===== config.mk =====
export PLATFORM = sky130hd
export DESIGN_NAME = vga_logo_scanner
export DESIGN_NICKNAME = d
export VERILOG_FILES = /design/src/rtl/vga_logo_scanner_pkg.sv /design/src/rtl/vga_logo_scanner_timing.sv /design/src/rtl/vga_logo_scanner.sv
export SDC_FILE = /design/constraint.sdc
export NUM_CORES = 1
export LEC_CHECK = 0
export BUFFER_PORTS_ARGS = -buffer_cell sky130_fd_sc_hd__buf_4
export CAP_MARGIN = 20
export CORE_MARGIN = 1.5
export CORE_UTILIZATION = 25
export DETAILED_ROUTE_END_ITERATION = 10
export SLEW_MARGIN = 15
export SYNTH_ARGS = -nofsm -noshare
export SYNTH_HDL_FRONTEND = slang
export SYNTH_HIERARCHICAL = 1
export SYNTH_SLANG_ARGS = --single-unit

===== constraint.sdc =====
create_clock -name clk -period 3.19 [get_ports clk]
set_clock_uncertainty 0.1 [all_clocks]
set_input_delay 0.4785 -clock clk [delete_from_list [all_inputs] [get_ports clk]]
set_output_delay 0.4785 -clock clk [all_outputs]
set_load 0.01 [all_outputs]

===== src/rtl/vga_logo_scanner_pkg.sv =====
// Shared 800x600@72Hz timing constants, widths and payload types for the logo scanner.
package vga_logo_scanner_pkg;

  localparam int unsigned CNT_W = 11;
  localparam int unsigned CH_W  = 3;
  localparam int unsigned RGB_W = 3 * CH_W;

  localparam int unsigned H_ACT_DEF = 800;
  localparam int unsigned H_FP_DEF  = 56;
  localparam int unsigned H_SW_DEF  = 120;
  localparam int unsigned H_BP_DEF  = 64;
  localparam int unsigned V_ACT_DEF = 600;
  localparam int unsigned V_FP_DEF  = 37;
  localparam int unsigned V_SW_DEF  = 6;
  localparam int unsigned V_BP_DEF  = 23;

  localparam int unsigned H_TOTAL = H_ACT_DEF + H_FP_DEF + H_SW_DEF + H_BP_DEF;
  localparam int unsigned V_TOTAL = V_ACT_DEF + V_FP_DEF + V_SW_DEF + V_BP_DEF;

  typedef enum logic {
    DIR_UP   = 1'b0,
    DIR_DOWN = 1'b1
  } dir_t;

  typedef struct packed {
    logic [CH_W-1:0] r;
    logic [CH_W-1:0] g;
    logic [CH_W-1:0] b;
  } rgb_t;

endpackage


===== src/rtl/vga_logo_scanner_timing.sv =====
// Raster counters plus stage-0 decode: sync windows, active area and last-pixel flag.
module vga_logo_scanner_timing
  import vga_logo_scanner_pkg::*;
#(
  parameter int unsigned H_ACT    = H_ACT_DEF,
  parameter int unsigned H_FP     = H_FP_DEF,
  parameter int unsigned H_SW     = H_SW_DEF,
  parameter int unsigned H_BP     = H_BP_DEF,
  parameter int unsigned V_ACT    = V_ACT_DEF,
  parameter int unsigned V_FP     = V_FP_DEF,
  parameter int unsigned V_SW     = V_SW_DEF,
  parameter int unsigned V_BP     = V_BP_DEF,
  parameter bit          SYNC_POL = 1'b1
) (
  input  logic             clk,
  input  logic             rst,
  output logic [CNT_W-1:0] x,
  output logic [CNT_W-1:0] y,
  output logic             hs0_c,
  output logic             vs0_c,
  output logic             active_c,
  output logic             frame_end_c
);

  localparam int unsigned H_TOT = H_ACT + H_FP + H_SW + H_BP;
  localparam int unsigned V_TOT = V_ACT + V_FP + V_SW + V_BP;

  localparam logic [CNT_W-1:0] X_LAST = CNT_W'(H_TOT - 1);
  localparam logic [CNT_W-1:0] Y_LAST = CNT_W'(V_TOT - 1);
  localparam logic [CNT_W-1:0] X_ACT  = CNT_W'(H_ACT);
  localparam logic [CNT_W-1:0] Y_ACT  = CNT_W'(V_ACT);
  localparam logic [CNT_W-1:0] HS_ON  = CNT_W'(H_ACT + H_FP);
  localparam logic [CNT_W-1:0] HS_OFF = CNT_W'(H_ACT + H_FP + H_SW);
  localparam logic [CNT_W-1:0] VS_ON  = CNT_W'(V_ACT + V_FP);
  localparam logic [CNT_W-1:0] VS_OFF = CNT_W'(V_ACT + V_FP + V_SW);

  logic line_end_c;

  assign line_end_c  = (x == X_LAST);
  assign frame_end_c = line_end_c && (y == Y_LAST);
  assign active_c    = (x < X_ACT) && (y < Y_ACT);
  assign hs0_c       = ((x >= HS_ON) && (x < HS_OFF)) ? SYNC_POL : ~SYNC_POL;
  assign vs0_c       = ((y >= VS_ON) && (y < VS_OFF)) ? SYNC_POL : ~SYNC_POL;

  // Pixel counter wraps each line; line counter advances on line end and wraps per frame.
  always_ff @(posedge clk or negedge rst) begin
    if (!rst) begin
      x <= '0;
      y <= '0;
    end else if (line_end_c) begin
      x <= '0;
      y <= (y == Y_LAST) ? '0 : y + CNT_W'(1);
    end else begin
      x <= x + CNT_W'(1);
    end
  end

endmodule


===== src/rtl/vga_logo_scanner.sv =====
// Raster source for the logo painters: scroll bouncer, frame divider and aligned colour/sync stage.
module vga_logo_scanner
  import vga_logo_scanner_pkg::*;
#(
  parameter int unsigned      H_ACT     = H_ACT_DEF,
  parameter int unsigned      H_FP      = H_FP_DEF,
  parameter int unsigned      H_SW      = H_SW_DEF,
  parameter int unsigned      H_BP      = H_BP_DEF,
  parameter int unsigned      V_ACT     = V_ACT_DEF,
  parameter int unsigned      V_FP      = V_FP_DEF,
  parameter int unsigned      V_SW      = V_SW_DEF,
  parameter int unsigned      V_BP      = V_BP_DEF,
  parameter bit               SYNC_POL  = 1'b1,
  parameter int unsigned      DELT_MAX  = 200,
  parameter int unsigned      FRAME_DIV = 2,
  parameter logic [RGB_W-1:0] FG_RGB    = 9'h1FF,
  parameter logic [RGB_W-1:0] BG_RGB    = 9'h000
) (
  input  logic             clk,
  input  logic             rst,
  input  logic             scroll_en,
  input  logic             hit,
  output logic [CNT_W-1:0] x,
  output logic [CNT_W-1:0] y,
  output logic [CNT_W-1:0] delt,
  output logic             frame_sof,
  output logic             hs,
  output logic             vs,
  output logic [CH_W-1:0]  r,
  output logic [CH_W-1:0]  g,
  output logic [CH_W-1:0]  b
);

  localparam int unsigned      FDW     = (FRAME_DIV > 1) ? $clog2(FRAME_DIV) : 1;
  localparam logic [FDW-1:0]   FD_LAST = FDW'(FRAME_DIV - 1);
  localparam logic [CNT_W-1:0] DMAX    = CNT_W'(DELT_MAX);
  localparam logic [CNT_W-1:0] DMAX_M1 = CNT_W'(DELT_MAX - 1);

  logic             hs0_c;
  logic             vs0_c;
  logic             active_c;
  logic             frame_end_c;
  logic             step_c;
  dir_t             dir;
  dir_t             dir_next;
  logic [CNT_W-1:0] delt_next;
  logic [FDW-1:0]   fcnt;
  logic [FDW-1:0]   fcnt_next;
  rgb_t             pix;

  vga_logo_scanner_timing #(
    .H_ACT    (H_ACT),
    .H_FP     (H_FP),
    .H_SW     (H_SW),
    .H_BP     (H_BP),
    .V_ACT    (V_ACT),
    .V_FP     (V_FP),
    .V_SW     (V_SW),
    .V_BP     (V_BP),
    .SYNC_POL (SYNC_POL)
  ) u_timing (
    .clk         (clk),
    .rst         (rst),
    .x           (x),
    .y           (y),
    .hs0_c       (hs0_c),
    .vs0_c       (vs0_c),
    .active_c    (active_c),
    .frame_end_c (frame_end_c)
  );

  // Bouncer state: direction, scroll offset and frame divider, all updated only at frame end.
  always_ff @(posedge clk or negedge rst) begin
    if (!rst) begin
      dir  <= DIR_UP;
      delt <= '0;
      fcnt <= '0;
    end else begin
      dir  <= dir_next;
      delt <= delt_next;
      fcnt <= fcnt_next;
    end
  end

  // Frame divider and direction reversal at the travel limits.
  always_comb begin
    fcnt_next = fcnt;
    step_c    = 1'b0;
    dir_next  = dir;
    if (frame_end_c) begin
      if (fcnt == FD_LAST) begin
        fcnt_next = '0;
        step_c    = scroll_en;
      end else begin
        fcnt_next = fcnt + FDW'(1);
      end
    end
    if (step_c) begin
      if ((dir == DIR_UP) && (delt == DMAX)) begin
        dir_next = DIR_DOWN;
      end else if ((dir == DIR_DOWN) && (delt == '0)) begin
        dir_next = DIR_UP;
      end
    end
  end

  // Next scroll offset; a limit hit reflects immediately so delt never overshoots.
  always_comb begin
    delt_next = delt;
    if (step_c) begin
      if (dir == DIR_UP) begin
        delt_next = (delt == DMAX) ? DMAX_M1 : delt + CNT_W'(1);
      end else begin
        delt_next = (delt == '0) ? CNT_W'(1) : delt - CNT_W'(1);
      end
    end
  end

  // Stage 1: register syncs, start-of-frame and colour together so they leave aligned.
  always_ff @(posedge clk or negedge rst) begin
    if (!rst) begin
      hs        <= ~SYNC_POL;
      vs        <= ~SYNC_POL;
      frame_sof <= 1'b0;
      pix       <= '0;
    end else begin
      hs        <= hs0_c;
      vs        <= vs0_c;
      frame_sof <= frame_end_c;
      pix       <= active_c ? rgb_t'(hit ? FG_RGB : BG_RGB) : '0;
    end
  end

  assign r = pix.r;
  assign g = pix.g;
  assign b = pix.b;

endmodule


==> metrics <==
total die area=10,400 um2; CTS root buf=clkbuf_8; Post-Synthesis Cells=278; CTS buffer count=5; CTS tree=done; # placed instances=438; Req. time, crit path=3.31 ns; core area=9370 um2; worst slew pin tran=0.756 ns; flop and latch count out of synthesis=39; CTS H-tree lvls=2; first-pass GRT wire length=11,000 um; DP HPWL=4600 um; initial antenna violation count=0; Final ANT Viol Nets=0; GRT Util Overall=0.134; worst hold path class=input port to asynchronous set/reset pin; number of port buffers=48; DRT iter0 DRCs=140; clk sinks=39; Peak Freq=367 MHz; CP Buf/Inv Count=2; Cell Area, Synth=2450 um2; CP Launch Type=flip-flop; Worst Setup Slack, final=0.463 ns; post-route cell area=3010 um2; Rel. slew slack=0.490; gp weighted congestion=0.913; Distinct cells, synth=54; FF-to-FF setup slack=0.46 ns; Setup Buffers After CTS=0; grt ovf=0; chip height=102 um; max cap viols=0; DR vias=2,273; Final Routed Wirelength=6530 um; CP peak stage delay=0.60 ns; Mapped Nets=289; # nets final=327; diode count=0; period utilization=0.855; CP Data Arrival Time=2.85 ns; wire per inst=14.6 um; Worst-path clk slew=0.09 ns; Gates resized, CTS repair=0; CTS max path bufs=2; Slew Viols, Final=0; family with the most delay on the worst path=simple AND/OR/NAND/NOR gates; critical path class=flip-flop to flip-flop; DR DRC count=0; row cnt=35; Pwr Density=318 nW/um2; final setup vio count=0; drt first pass iters=4; placed cell area=2890 um2; final hold vios=0; CP endpoint kind=flip-flop; Total Power=956 uW; final hold slack=0.0510 ns; static leakage=1.32 nW; Worst VDD drop=0.145 mV; CP Cell Sequence=or4b_4 > nor4_1 > buf_4 > nand3_1 > buf_4 > nor4_1 > o21ai_0 > o21ai_0; number of flops mapped to enable cells by yosys=0; Main synth FF type=dfrtp_1; Fillers=1,032; I/O pin count=49; P&R area growth vs syn=22.6%; worst-path maximum fanout=9; cts hold-fix bufs=0; worst r2r src=u_timing/x[4]$_DFF_PN0_; Starting Density=0.262; layout cell share with drive strength beyond 1=0.233; Vias per Instance=5.10; vias in the first global route=2,117; post-route setup TNS=0 ns; fin util=0.321; die width=102 um; proportion of synthesized chip area in sequential cells=0.398; Ys Warns=6; dpl ws=0.522 ns; clk_lat worst skew=0.30 ns; beginning of the critical path=u_timing/x[4]$_DFF_PN0_; synthesized area per cell=8.82 um2; slowest CP cell=or4b_4; minimum clock period=2.73 ns; ys async rst share=1.00; final instance count without filler cells=446; largest net degree at the start of global routing=40; run status=finished, final reports clean; unrepaired setup endpoints after global routing=false
==> power by group <==
group	internal, mW	switching, mW
Combinational	0.00948	0.0156
Clock	0.237	0.198
Sequential	0.494	0.00140
Total	0.741	0.215
==> state kept, by name (all words and copies together) (netlist names) <==
name and flops:
u_timing/y 11, dir 1, vs 1, b 1
frame_sof 1, fcnt 1, u_timing/x 11, hs 1
delt 11
==> metal layers <==
metal | up-vias | part of all wire | global-route usage
li1 | 1092 | - | -
met3 | 8 | 0.066 | 0.0280
met1 | 1094 | 0.44 | 0.185
met5 | - | 0 | 0
met4 | 0 | 0.014 | 0.0411
met2 | 79 | 0.47 | 0.209
==> worst paths after layout <==
kind,end,depth (start not counted)
worst max-delay path,dir$_DFFE_PN0P_,8
min in group clk,b[1]$_DFF_PN0_,2
worst min register to register,fcnt$_DFFE_PN0P_,1
max in group asynchronous,u_timing/y[8]$_DFFE_PN0N_,1
worst max register to register,dir$_DFFE_PN0P_,8
worst min-delay path,dir$_DFFE_PN0P_,1
==> synthesized netlist by cell type (2+ instances only) <==
| library cell | count | area share |
|---|---|---|
| and3_1 | 4 | 0.010 |
| or2_2 | 4 | 0.010 |
| nand2_1 | 17 | 0.026 |
| ha_1 | 7 | 0.036 |
| mux2i_1 | 3 | 0.012 |
| o221ai_1 | 2 | 0.0071 |
| a211oi_1 | 3 | 0.0092 |
| dfrtp_1 | 39 | 0.40 |
| o211ai_1 | 2 | 0.0061 |
| o22ai_1 | 4 | 0.010 |
| xor2_1 | 9 | 0.032 |
| nand4_1 | 7 | 0.018 |
| inv_1 | 10 | 0.015 |
| clkbuf_1 | 12 | 0.018 |
| nor2_1 | 21 | 0.032 |
| a21oi_1 | 19 | 0.039 |
| nor3b_1 | 2 | 0.0061 |
| nand4b_1 | 2 | 0.0071 |
| or3_1 | 7 | 0.018 |
| nand3_1 | 20 | 0.041 |
| o21ai_0 | 16 | 0.033 |
| nor3_1 | 14 | 0.029 |
| o31ai_1 | 2 | 0.0061 |
| and2_1 | 3 | 0.0077 |
| xnor2_1 | 4 | 0.014 |
| a221oi_1 | 4 | 0.014 |
| nor4_1 | 7 | 0.018 |
| buf_4 | 8 | 0.025 |
==> layout by cell type (no fill, tap or decap), types with 4 or more instances in the layout <==
cell type / instances
xnor2_1: 4
inv_1: 10
a221oi_1: 4
clkbuf_8: 5
o22ai_1: 4
or2_2: 4
nor2_1: 21
ha_1: 7
nand2_1: 17
or3_1: 7
buf_4: 53
nor4_1: 7
o21ai_0: 16
dfrtp_1: 39
nor3_1: 14
xor2_1: 9
a21oi_1: 19
nand4_1: 7
and3_1: 4
nand3_1: 20
==> cells by family (layout without fill, tap and decap cells) <==
logic type / after synthesis / count (layout) / share of synthesized area
AND/OR/NAND/NOR: 118 / 118 / 0.263
AO/OA/AOI/OAI: 66 / 66 / 0.179
flip-flops: 39 / 39 / 0.398
buffers and inverters: 32 / 71 / 0.0648
XOR/XNOR: 13 / 13 / 0.0465
adder cells (fa/ha/maj): 7 / 7 / 0.0357
multiplexers: 3 / 3 / 0.0123
==> final cells by class <==
type | count | area, um2 | share of cell area
clock buffer | 5 | 68.8 | 0.0229
clock inverter | 3 | 47.5 | 0.0158
inverter | 10 | 37.5 | 0.0125
multi-input combinational | 207 | 1320 | 0.438
sequential | 39 | 976 | 0.325
tap | 129 | 161 | 0.0537
timing repair buffer | 53 | 398 | 0.132
Power figures use the tool's default switching activity.
